--- config.mk ---
export PLATFORM = sky130hd
export DESIGN_NAME = fetch_seq_ctrl
export DESIGN_NICKNAME = d
export VERILOG_FILES = /design/src/rtl/fetch_seq_ctrl.sv
export SDC_FILE = /design/constraint.sdc
export NUM_CORES = 1
export LEC_CHECK = 0
export BUFFER_PORTS_ARGS = -buffer_cell sky130_fd_sc_hd__buf_2
export CORE_ASPECT_RATIO = 1.5
export CORE_UTILIZATION = 49
export DETAILED_ROUTE_END_ITERATION = 16
export PLACE_DENSITY = 0.76
export SLEW_MARGIN = 20
export SYNTH_ARGS = -nofsm -noshare
export SYNTH_HDL_FRONTEND = slang
export SYNTH_SLANG_ARGS = --single-unit
--- constraint.sdc ---
create_clock -name clk -period 4.6 [get_ports clk]
set_input_delay 0.92 -clock clk [delete_from_list [all_inputs] [get_ports clk]]
set_output_delay 0.92 -clock clk [all_outputs]
set_load 0.02 [all_outputs]
--- src/rtl/fetch_seq_ctrl.sv ---
// Instruction fetch sequencer: owns the PC, buffers fetched words in a small FIFO
// and hands them to decode over valid/ready. Optional perf counters: FETCH_PERF_CNT_EN.
module fetch_seq_ctrl #(
  parameter int          MEM_BYTES  = 32,
  parameter logic [31:0] RESET_PC   = 32'h0,
  parameter int          FIFO_DEPTH = 2
) (
  input  logic        clk,
  input  logic        reset,
  input  logic        start,
  output logic [31:0] pc,
  input  logic [31:0] inst_code,
  input  logic        redirect_valid,
  input  logic [31:0] redirect_pc,
  output logic        inst_valid,
  input  logic        inst_ready,
  output logic [31:0] inst_out,
  output logic [31:0] inst_pc,
  output logic        busy,
  output logic        done,
  output logic        fault
`ifdef FETCH_PERF_CNT_EN
  ,
  output logic [15:0] stall_cycles,
  output logic [7:0]  fetch_count
`endif
);

  localparam int          PTR_W     = $clog2(FIFO_DEPTH);
  localparam int          CNT_W     = PTR_W + 1;
  localparam logic [31:0] MEM_LIMIT = 32'(MEM_BYTES);
  localparam logic [31:0] LAST_PC   = 32'(MEM_BYTES - 4);
  localparam logic [CNT_W-1:0] FULL_CNT = CNT_W'(FIFO_DEPTH);

  typedef enum logic [2:0] {
    S_IDLE,
    S_FETCH,
    S_DRAIN,
    S_HALT,
    S_ERR
  } state_t;

  state_t            state, state_next;
  logic [31:0]       pc_next;
  logic [PTR_W-1:0]  wr_ptr, rd_ptr;
  logic [CNT_W-1:0]  count;
  logic [31:0]       fifo_data [FIFO_DEPTH];
  logic [31:0]       fifo_pc   [FIFO_DEPTH];

  logic push, pop, flush, full, head_fire, redirect_legal, start_accept;

  assign full           = (count == FULL_CNT);
  assign inst_valid     = (count != '0);
  assign head_fire      = inst_valid && inst_ready;
  assign redirect_legal = (redirect_pc[1:0] == 2'b00) && (redirect_pc < MEM_LIMIT);
  assign start_accept   = start && ((state == S_IDLE) || (state == S_HALT));

  // NOTE: every signal driven here gets a default first, so no path leaves it
  // unassigned and no latch is inferred.
  always_comb begin
    state_next = state;
    pc_next    = pc;
    push       = 1'b0;
    pop        = 1'b0;
    flush      = 1'b0;
    case (state)
      S_IDLE, S_HALT: begin
        if (start) begin
          pc_next    = RESET_PC;
          state_next = S_FETCH;
        end
      end
      S_FETCH, S_DRAIN: begin
        if (redirect_valid) begin
          // A redirect beats any push/pop this cycle; a bad target keeps pc for debug.
          flush = 1'b1;
          if (redirect_legal) begin
            pc_next    = redirect_pc;
            state_next = S_FETCH;
          end else begin
            state_next = S_ERR;
          end
        end else begin
          pop = head_fire;
          if (state == S_FETCH) begin
            push = !full || head_fire;
            if (push) begin
              if (pc == LAST_PC) state_next = S_DRAIN;
              else               pc_next    = pc + 32'd4;
            end
          end else if ((count == '0) || (pop && (count == CNT_W'(1)))) begin
            state_next = S_HALT;
          end
        end
      end
      S_ERR: begin
        flush = 1'b1;
      end
      default: begin
        state_next = S_IDLE;
      end
    endcase
  end

  // NOTE: sequential state uses non-blocking assignments so every register
  // samples the pre-edge values regardless of statement order.
  always_ff @(posedge clk) begin
    if (reset) begin
      state  <= S_IDLE;
      pc     <= RESET_PC;
      wr_ptr <= '0;
      rd_ptr <= '0;
      count  <= '0;
    end else begin
      state <= state_next;
      pc    <= pc_next;
      if (flush) begin
        wr_ptr <= '0;
        rd_ptr <= '0;
        count  <= '0;
      end else begin
        if (push) wr_ptr <= wr_ptr + PTR_W'(1);
        if (pop)  rd_ptr <= rd_ptr + PTR_W'(1);
        case ({push, pop})
          2'b10:   count <= count + CNT_W'(1);
          2'b01:   count <= count - CNT_W'(1);
          default: count <= count;
        endcase
      end
    end
  end

  // NOTE: the storage array is not reset; occupancy is, and the outputs are
  // qualified by it, so stale contents are never visible.
  always_ff @(posedge clk) begin
    if (push) begin
      fifo_data[wr_ptr] <= inst_code;
      fifo_pc[wr_ptr]   <= pc;
    end
  end

  assign inst_out = inst_valid ? fifo_data[rd_ptr] : 32'h0;
  assign inst_pc  = inst_valid ? fifo_pc[rd_ptr]   : 32'h0;
  assign busy     = (state == S_FETCH) || (state == S_DRAIN);
  assign done     = (state == S_HALT);
  assign fault    = (state == S_ERR);

`ifdef FETCH_PERF_CNT_EN
  always_ff @(posedge clk) begin
    if (reset || start_accept) begin
      stall_cycles <= '0;
      fetch_count  <= '0;
    end else begin
      if (inst_valid && !inst_ready && (stall_cycles != 16'hFFFF))
        stall_cycles <= stall_cycles + 16'd1;
      if (push)
        fetch_count <= fetch_count + 8'd1;
    end
  end
`else
  logic unused_start_accept;
  assign unused_start_accept = start_accept;
`endif

endmodule

==> results.txt <==
# rows = 55
Mapped Area = 7510 um2
DR WL met3 = 1280 um
Final min period = 3.10 ns
Clock root buffer master = clkbuf_16
Routed vias = 5822
Global-route wire length before repair = 27900 um
Chip height = 154 um
R2R Setup Slk = 1.50 ns
Die Area = 15800 um2
# H-tree levels = 4
Postcts setup bufs = 0
Clk_lat worst skew = 0.42 ns
Total number of yosys warnings = 0
Most used DFF post-synth = edfxtp_1
Starting Density = 50.1%
Final Net Count = 857
Hold Crit Start = rd_ptr
Fin util = 61.0%
Final count of negative-setup-slack endpoints = 0
Share of the synthesized area in the top cell type = 51.2%
Critical path type = reg2reg
Final Wtd Congestion = 0.906
Status = completed
VDD IR-drop max = 0.292 mV
Clock Skew = 0.00953 ns
Period utilization = 67.5%
FF-to-FF Start = state[0]
Crit path DAT = 3.21 ns
CTS resizes = 0
Required time worst endpoint = 4.71 ns
Pleak = 0.00341 uW
Layout cells sized above 1 = 27.8%
Critical Path End Type = flip-flop
Max clock buf depth = 2
DIE WIDTH = 103 um
Register area share after synthesis = 61.9%
Number of flops mapped to enable cells by yosys = 128
Syn_nets = 700
Max Cap Viol = 0
Most frequent cell after synthesis = edfxtp_1
F_max = 322 MHz
IO Pins = 169
Pwr Density = 502 nW/um2
Synth cell types = 61
Dpl hpwl = 12400 um
Post-DRT Antenna Nets = 0
Core outline area = 15000 um2
Total GRT Usage = 23.1%
Max FO, Critical Path = 42
Worst reg-to-reg path cell count = 5
DRC viols = 0
Largest net degree at the start of global routing = 67
CTS tree = built
Drt initial violations = 301
HP Class = reg2reg
Reg-to-Reg End = fifo_pc[0][12]
Area grow syn2layout = 21.9%
Final TNS setup = 0 ns
CTS Buf Count = 17
IO Port Bufs = 168
Synthesized instance count = 626
Post-CTS Hold Fix Bufs = 0
Hold Path Depth = 2
Pre-Repair DR Iteration Count = 5
Total gr overflow = 0
WL met2 = 9520 um
FF+latch count, synth = 168
Post-synth top cells = edfxtp_1 (128), nor2_1 (95), mux2i_1 (71), dfxtp_1 (40), a21oi_1 (27)
RSZ-0062 raised after global routing = false
Relative slew slack = 23.0%
Endpoints failing hold = 0
Worst slack, placed = 1.12 ns
Fin. max-slew vios = 0
Synth Area per Inst = 12.0 um2
Clock Sinks = 168
Clk slew on worst S/H paths = 0.07 ns
WL per Instance = 18.1 um
Slew of the pin with the lowest slew margin = 1.14 ns
Ant diodes = 0
Met1 wire length = 6810 um
Final setup margin = 1.50 ns
Async S/R FF share, synth = 0%
Vias/cell = 5.85
Highest Signal Layer = met4
Initial antenna violation count = 0
Worst Setup Start Kind = flip-flop
Wirelength, routed = 18000 um
Area leader, netlist = edfxtp_1
Vias in the first global route = 5662
Area contributors post-synth = edfxtp_1 (51%), dfxtp_1 (11%), mux2i_1 (9.5%)
-- metrics by stage --
stage	cells	total power [uW]	hold WS [ns]	area, um2
6_report	995	4590	0.517	9150
5_1_grt	995	4800	0.539	9150
4_1_cts	994	4610	0.519	9130
3_5_place_dp	962	3230	0.510	8520
3_3_place_gp	962	3200	0.485	8520
2_1_floorplan	626	2800	0.481	7510
-- cell usage in the layout (no fill, tap or decap), types with 18 or more instances in the layout --
cell,synthesis,layout
buf_2,3,168
nor4_1,22,22
o21ai_0,18,18
dfxtp_1,40,39
nand2_1,25,25
a21oi_1,27,27
edfxtp_1,128,128
mux2i_1,71,71
nor2_1,95,93
-- layout make-up --
cell class / count / area [um2]
Timing Repair Buffer: 173 / 911
Fill cell: 1224 / 5850
Clock buffer: 17 / 425
Clock inverter: 15 / 176
Multi-Input combinational cell: 408 / 2690
Inverter: 15 / 56.3
Sequential cell: 168 / 4650
Tap cell: 199 / 249
-- cell families (layout without fill, tap and decap cells) --
| family | count (synthesis) | in the layout | share of synthesized area (%) |
|---|---|---|---|
| mux | 72 | 72 | 9.62 |
| flops | 168 | 168 | 61.9 |
| xor+xnor | 9 | 9 | 1.05 |
| simple gates | 226 | 226 | 15.6 |
| compound gates | 96 | 96 | 8.43 |
| fa+ha+maj | 5 | 5 | 0.833 |
| buf+inv | 50 | 220 | 2.60 |
-- critical path: stages, from the launching register on --
cell	delay [ns]
dfxtp_1	0.59
inv_1	0.19
nor4_1	0.67
nand2_1	0.33
nor2_4	0.66
buf_12	0.33
-- state kept, by name, indices dropped and copies added (netlist names), named ones only --
signal and flops:
state 3, fifo_data 64, wr_ptr 1, count 2, pc 32, rd_ptr 1
fifo_pc 64
-- power breakdown --
| part | switching (uW) | internal [uW] | total [uW] | leakage (uW) |
|---|---|---|---|---|
| clock | 655 | 733 | 1390 | 0.000286 |
| sequential | 131 | 1810 | 1940 | 0.00150 |
| combinational | 870 | 392 | 1260 | 0.00163 |
-- worst max path at each step --
stage	start	to	slack [ns]
6_report	state[0]	fifo_pc[0][12]	1.50
2_1_floorplan	inst_ready	fifo_data[0][0]	0.81
3_3_place_gp	redirect_valid	fifo_pc[0][13]	1.31
3_5_place_dp	redirect_valid	fifo_pc[0][13]	1.12
5_1_grt	state[0]	fifo_pc[0][16]	1.33
4_1_cts	flip-flop	inst_pc[29]	1.53
-- layer usage --
| metal | track usage, % | vias to the layer above |
|---|---|---|
| met3 | 4.77 | 39 |
| met1 | 26.4 | 2790 |
| met4 | 9.46 | 0 |
| li1 | - | 2698 |
| met5 | 0 | - |
| met2 | 41.2 | 295 |
Note: power is estimated with default switching activity, not from simulation.
